===== src/rtl/pixel_plot_sink.sv =====
// Pixel plot sink: queues (x, y, colour) requests, maps them to framebuffer addresses, issues writes.
// Optional clear-screen engine enabled by defining PIXEL_SINK_CLEAR_EN.
module pixel_plot_sink #(
   parameter int H_RES      = 160,
   parameter int V_RES      = 120,
   parameter int COLOR_W    = 3,
   parameter int FIFO_DEPTH = 4,
   parameter int ADDR_W     = 15
) (
   input  logic               clk,
   input  logic               reset,
   input  logic [7:0]         in_x,
   input  logic [6:0]         in_y,
   input  logic [COLOR_W-1:0] in_colour,
   input  logic               in_plot,
   output logic               in_ready,
   output logic [ADDR_W-1:0]  mem_addr,
   output logic [COLOR_W-1:0] mem_data,
   output logic               mem_we,
   input  logic               mem_ready,
   output logic [7:0]         drop_cnt,
   output logic               busy,
   input  logic               clear_req,
   input  logic [COLOR_W-1:0] clear_colour,
   output logic               clear_done,
   output logic [1:0]         dbg_state
);

`ifdef PIXEL_SINK_CLEAR_EN
   localparam bit CLEAR_EN = 1'b1;
`else
   localparam bit CLEAR_EN = 1'b0;
`endif

   localparam int AW    = $clog2(FIFO_DEPTH);
   localparam int TOTAL = H_RES * V_RES;
   localparam logic [ADDR_W:0] CLR_END = (ADDR_W+1)'(TOTAL);

   typedef enum logic [1:0] {
      S_IDLE  = 2'd0,
      S_DRAIN = 2'd1,
      S_CLEAR = 2'd2,
      S_DONE  = 2'd3
   } state_e;

   state_e state_q, state_d;

   // Handshakes: a transfer happens on a rising edge where valid and ready are both 1
   // (in_plot/in_ready upstream, mem_we/mem_ready downstream); valid payload holds until then.
   logic [7:0]         fx_q [FIFO_DEPTH];
   logic [6:0]         fy_q [FIFO_DEPTH];
   logic [COLOR_W-1:0] fc_q [FIFO_DEPTH];
   logic [AW:0]        wr_ptr_q, rd_ptr_q, fifo_cnt;
   logic               fifo_empty, fifo_full, push, pop;

   logic [ADDR_W-1:0]  addr_q, addr_d;
   logic [COLOR_W-1:0] data_q, data_d;
   logic               we_q, we_d;
   logic [7:0]         drop_q, drop_d;
   logic [ADDR_W:0]    clr_q, clr_d;
   logic [COLOR_W-1:0] clr_col_q, clr_col_d;

   logic [7:0]         head_x;
   logic [6:0]         head_y;
   logic [COLOR_W-1:0] head_c;
   logic               head_ok, out_free;
   logic [ADDR_W-1:0]  head_addr;

   assign fifo_cnt   = wr_ptr_q - rd_ptr_q;
   assign fifo_empty = (fifo_cnt == '0);
   assign fifo_full  = (fifo_cnt == (AW+1)'(FIFO_DEPTH));
   assign in_ready   = !fifo_full && (state_q == S_IDLE);
   assign push       = in_plot && in_ready;

   assign head_x    = fx_q[rd_ptr_q[AW-1:0]];
   assign head_y    = fy_q[rd_ptr_q[AW-1:0]];
   assign head_c    = fc_q[rd_ptr_q[AW-1:0]];
   assign head_ok   = ({1'b0, head_x} < 9'(H_RES)) && ({1'b0, head_y} < 8'(V_RES));
   assign head_addr = ADDR_W'(head_y) * ADDR_W'(H_RES) + ADDR_W'(head_x);

   // The output register may be reloaded when empty or when its write is accepted this cycle.
   assign out_free = !we_q || mem_ready;

   always_comb begin
      state_d   = state_q;
      addr_d    = addr_q;
      data_d    = data_q;
      we_d      = we_q;
      drop_d    = drop_q;
      clr_d     = clr_q;
      clr_col_d = clr_col_q;
      pop       = 1'b0;
      if (state_q == S_CLEAR) begin
         if (out_free) begin
            if (clr_q < CLR_END) begin
               addr_d = clr_q[ADDR_W-1:0];
               data_d = clr_col_q;
               we_d   = 1'b1;
               clr_d  = clr_q + 1'b1;
            end else begin
               we_d    = 1'b0;
               state_d = S_DONE;
            end
         end
      end else begin
         if (out_free) begin
            we_d = 1'b0;
            if (!fifo_empty) begin
               pop = 1'b1;
               if (head_ok) begin
                  addr_d = head_addr;
                  data_d = head_c;
                  we_d   = 1'b1;
               end else if (drop_q != 8'hFF) begin
                  drop_d = drop_q + 8'd1;
               end
            end
         end
         case (state_q)
            S_IDLE:  if (CLEAR_EN && clear_req) state_d = S_DRAIN;
            S_DRAIN: if (fifo_empty && !we_q) begin
               clr_col_d = clear_colour;
               clr_d     = '0;
               state_d   = S_CLEAR;
            end
            S_DONE:  state_d = S_IDLE;
            default: state_d = S_IDLE;
         endcase
      end
   end

   always_ff @(posedge clk or negedge reset) begin
      if (!reset) begin
         state_q   <= S_IDLE;
         wr_ptr_q  <= '0;
         rd_ptr_q  <= '0;
         addr_q    <= '0;
         data_q    <= '0;
         we_q      <= 1'b0;
         drop_q    <= '0;
         clr_q     <= '0;
         clr_col_q <= '0;
      end else begin
         state_q   <= state_d;
         addr_q    <= addr_d;
         data_q    <= data_d;
         we_q      <= we_d;
         drop_q    <= drop_d;
         clr_q     <= clr_d;
         clr_col_q <= clr_col_d;
         if (push) wr_ptr_q <= wr_ptr_q + 1'b1;
         if (pop)  rd_ptr_q <= rd_ptr_q + 1'b1;
      end
   end

   // Payload storage needs no reset; the pointers define which entries are live.
   always_ff @(posedge clk) begin
      if (push) begin
         fx_q[wr_ptr_q[AW-1:0]] <= in_x;
         fy_q[wr_ptr_q[AW-1:0]] <= in_y;
         fc_q[wr_ptr_q[AW-1:0]] <= in_colour;
      end
   end

   assign mem_addr   = addr_q;
   assign mem_data   = data_q;
   assign mem_we     = we_q;
   assign drop_cnt   = drop_q;
   assign busy       = !fifo_empty || we_q || (state_q != S_IDLE);
   assign clear_done = (state_q == S_DONE);
   assign dbg_state  = state_q;

endmodule

===== config.mk =====
export PLATFORM = sky130hd
export DESIGN_NAME = pixel_plot_sink
export DESIGN_NICKNAME = d
export VERILOG_FILES = /design/src/rtl/pixel_plot_sink.sv
export SDC_FILE = /design/constraint.sdc
export NUM_CORES = 1
export LEC_CHECK = 0
export ABC_AREA = 1
export CAP_MARGIN = 20
export CORE_MARGIN = 2
export CORE_UTILIZATION = 50
export CTS_CLUSTER_SIZE = 40
export DETAILED_ROUTE_END_ITERATION = 12
export PLACE_DENSITY = 0.71
export SYNTH_ARGS = -nofsm -noshare
export SYNTH_HDL_FRONTEND = slang
export SYNTH_SLANG_ARGS = --single-unit

===== constraint.sdc =====
create_clock -name clk -period 7.2 [get_ports clk]
set_clock_uncertainty 0.1 [all_clocks]
set_input_delay 1.44 -clock clk [delete_from_list [all_inputs] [get_ports clk]]
set_output_delay 1.44 -clock clk [all_outputs]
set_load 0.02 [all_outputs]

After elaboration in Yosys (flattened, before gate mapping)
Memory sizes are Yosys's and may differ from the RTL's. Cells that the tools add are included.

RAM bits: 72. Word-level logic and storage cells: 90. Output and inout bits: 32. Memories kept: 3. Flip-flop bits (word level): 54.

Reduce and logical (&&, ||, !) cells: 21. Add/subtract/negate cells: 6. Bitwise gates (word level): 3. Muxes and demuxes: 33. Equal/unequal tests: 11. Order comparisons: 3. $mul: 1.

Memory list: fx_q (depth 4, width 8, read ports 1, clocked after Yosys merged registers in 0, wr ports 1, line 50) `logic [7:0] fx_q [FIFO_DEPTH];`; fy_q (depth 4, width 7, read ports 1, clocked after Yosys merged registers in 0, wr ports 1, line 51) `logic [6:0] fy_q [FIFO_DEPTH];`; fc_q (depth 4, width 3, read ports 1, clocked after Yosys merged registers in 0, wr ports 1, line 52) `logic [COLOR_W-1:0] fc_q [FIFO_DEPTH];`.

Operators by type and width (count): $mux W15 (6); $mux W16 (5); $mux W3 (6); $add A16 B1 Y16 const B (1); $lt A16 B15 Y1 const B (1); $add A15 B8 Y15 (1); $reduce_and A4 Y1 (3); $mux W1 (11); $mul A7 B3 Y10 const B (1); $add A8 B1 Y8 const B (1); $lt A8 B8 Y1 const B (1); $mux W2 (4); $ne A8 B8 Y1 const B (1); $reduce_bool A2 Y1 (4); $lt A7 B7 Y1 const B (1); $add A3 B1 Y3 const B (2); $ne A2 B1 Y1 const B (3); $reduce_and A5 Y1 (1); $eq A2 B2 Y1 const B (2); $logic_and A1 B1 Y1 (4); $ne A2 B2 Y1 const B (2); $pmux W2 S2 (1); $eq A3 B3 Y1 const B (1); $logic_not A1 Y1 (3); 8 further kinds (12).

Depth between registers and ports, before layout
Word-level depth: 7. Gate-level depth with buffers: 22.

Worst setup path after synthesis
Ideal clock, no wire load.

Kind: flip-flop to output port. From: reg rd_ptr_q[1]. To: out in_ready. Data required time: 5.660 ns. Cell stages (with the launch flop): 13. Setup slack: 3.941 ns. Path buffers: 2. Data arrival time: 1.719 ns. Cell sequence: dfrtp_1 -> buf_6 -> inv_2 -> buf_6 -> ha_1 -> nand2_1 -> nand2_1 -> inv_1 -> nand2_1 -> and2_1 -> or2_2 -> nand2_1 -> inv_1.

Cells in the longest elaborated chain, start to end: 4.

Ends and longest elaborated chain: from (decl) (line 53) `logic [AW:0] wr_ptr_q, rd_ptr_q, fifo_cnt;`; from (signal assigned) (line 152) `if (pop) rd_ptr_q <= rd_ptr_q + 1'b1;`; $sub A3 B3 Y3 (line 69) `assign fifo_cnt = wr_ptr_q - rd_ptr_q;`; $eq A3 B3 Y1 (line 71) `assign fifo_full = (fifo_cnt == (AW+1)'(FIFO_DEPTH));`; $logic_not A1 Y1 (line 72) `assign in_ready = !fifo_full && (state_q == S_IDLE);`; $logic_and A1 B1 Y1 (line 72); to (decl) (line 16) `output logic in_ready,`.

No other way between the ends.

Worst setup path in the final report
Ends and elaborated chain as after synthesis.

==> run summary <==
M2 GR Usage: 33.8%
crit share post-route: 69.7%
synth warn: 0
Remaining Overflow, GRT: 0
sequential cell area fraction in the yosys report: 54.0%
GRT met3 Usage: 5.62%
Critical Path AT: 3.48 ns
hold-fix buffers at CTS: 0
Finished Cell Area: 7730 sq um
critical path endpoint category: output pin
CTS tree: built
die span in y: 118 um
die area: 13900 sq um
dpl ws: 2.65 ns
Fin Setup TNS: 0 ns
Slew headroom: 33.0%
synthesized flop and latch total: 126
RSZ-0062 raised after global routing: no
Total Power: 4.00 mW
Tmin final: 5.02 ns
root buffer cell: clkbuf_16
Syn-to-layout area delta: 18.8%
Netlist Area Pre-Place: 6500 sq um
I/O Buffers: 56
synth unique cells: 39
vias: 4814
GRT Util Overall: 19.8%
Post-synth EDFFs: 72
global-route wire length before repair: 21700 um
area of the multi-input gates: 2540 sq um
Register Area: 3510 sq um
Initial Utilization: 51.3%
routed wire length: 13200 um
# IOs: 58
min-delay worst type: flop to flop
outcome: complete, no violations
Syn Nets: 751
H-Tree Depth: 4
initial antenna violation count: 0
PD cells: 518 nW/um^2
Longest Clk Path Bufs: 2
ANT nets after route: 0
Pleak: 3.34 nW
postcts setup bufs: 0
setup ws final: 2.18 ns
Num CTS Buffers: 17
largest net degree at the start of global routing: 55
Startpoint Class: flop
most frequent cells in the layout: 221 x nand2_1, 72 x edfxtp_1, 67 x inv_1, 55 x clkdlybuf4s50_1, 54 x dfrtp_1
DRT Pass-1 Iters: 4
DRC Markers: 0
Die X: 118 um
GP Congestion: 0.909
predominant post-synthesis flop cell: edfxtp_1
Setup CP Type: flop to output pin
Cells after Synth: 697
vias in the first global route: 4727
Detailed Place HPWL: 8700 um
post-DR vias/cell: 5.12
Syn Area/Cell: 9.33 sq um
Clock Latency Late Sink: 0.43 ns
Least-Margin Pin Slew: 1.01 ns
max_cap viols: 0
crit path max fanout: 26
FMAX: 199 MHz
met1 Use GR: 23.4%
layout cell share with drive strength beyond 1: 10.0%
busiest layer in global routing: met2
DRT iter0 DRCs: 296
row count: 41
Reg clk slew, reported paths: 0.06 ns
post-place instance area: 7140 sq um
core area: 12700 sq um
Final #Nets: 809
final setup vio count: 0
Async SR Flop Fraction: 42.9%
Max Slew Vio Count: 0
maximum vdd drop: 0.289 mV
Clock Sinks: 126
Fillers: 1061
diode count: 0
routed length per placed instance: 14.0 um
most common cell after layout, fill and taps aside: nand2_1
Final Hold Viols: 0
critical path required time: 5.66 ns
cts repair resizes: 0
Hold Slack: 0.376 ns
layout make-up:
type                            instances  area share [%]
Clock buffer                           22            5.75
Clock inverter                         10            1.81
Inverter                               71            3.55
Multi-Input combinational cell        477            32.9
Sequential cell                       126            45.5
Tap cell                              172            2.78
Timing Repair Buffer                   62            7.77
final timing paths:
kind	start	endpoint	slack, ns	cells past startpoint
worst max-delay path	rd_ptr_q[1]$_DFFE_PN0P_	in_ready	2.18	11
worst min-delay path	mem_addr[9]$_DFFE_PN0P_	mem_addr[9]$_DFFE_PN0P_	0.38	2
worst max register to register	rd_ptr_q[1]$_DFFE_PN0P_	mem_addr[12]$_DFFE_PN0P_	3.27	14
worst min register to register	mem_addr[9]$_DFFE_PN0P_	mem_addr[9]$_DFFE_PN0P_	0.38	2
max in group asynchronous	reset	mem_addr[5]$_DFFE_PN0P_	5.48	2
min in group asynchronous	reset	drop_cnt[0]$_DFFE_PN0P_	1.05	2
flip-flops by register name, indices dropped and copies added (netlist names), 3 cells and up:
name,cells
fy_q,28
fx_q,32
wr_ptr_q,3
fc_q,12
drop_cnt,8
clr_q,16
mem_addr,15
mem_data,3
rd_ptr_q,3
clr_col_q,3
logic make-up after synthesis:
family          after synthesis  share of synthesized area (%)
compound gates               68                           6.21
xor+xnor                     26                           3.50
fa+ha+maj                    28                           5.62
buf+inv                      94                           6.94
flops                       126                           54.0
simple gates                355                           23.7
worst max-delay path, cell delays in order (launching register included):
cell	delay, ns
dfrtp_1	1.00
inv_2	0.34
ha_1	0.40
nand2_1	0.08
nand2_1	0.06
inv_1	0.06
nand2_1	0.06
and2_1	0.14
or2_2	0.29
nand2_1	0.06
inv_1	0.04
clkdlybuf4s50_1	0.52
Yosys cell counts (4+ instances only):
master,instances,area share [%]
buf_2,8,0.62
nor3_1,7,0.54
edfxtp_1,72,33
xor2_1,20,2.7
dfrtp_1,54,21
or2_2,8,0.77
buf_6,6,1.0
ha_1,26,5.0
o21ai_0,33,2.5
nand2_1,221,13
xnor2_1,6,0.81
a21oi_1,17,1.3
nand3_1,43,3.3
inv_1,67,3.9
nor2_1,43,2.5
nand3_2,4,0.62
nand2_2,18,1.7
clkbuf_1,6,0.35
a32o_1,8,1.2
layer usage:
metal  routed length [um]  vias up
met3                  667       24
li1                     -     2386
met2                 6640      129
met5                    0        -
met1                 5610     2275
met4                  267        0
report_power, final:
part           switching [mW]  internal (mW)  leakage, nW  total, mW
sequential              0.102          0.968         1.34       1.07
combinational            1.32          0.766         1.72       2.08
clock                   0.307          0.543        0.275      0.851
stage by stage:
| stage | util [%] | cells |
|---|---|---|
| final | 61.0 | 940 |
| after global routing | 61.0 | 940 |
| after CTS | 61.0 | 940 |
| after detailed placement | 56.4 | 908 |
| after global placement | 56.4 | 908 |
| after floorplan | - | 697 |
Power figures use the tool's default switching activity.
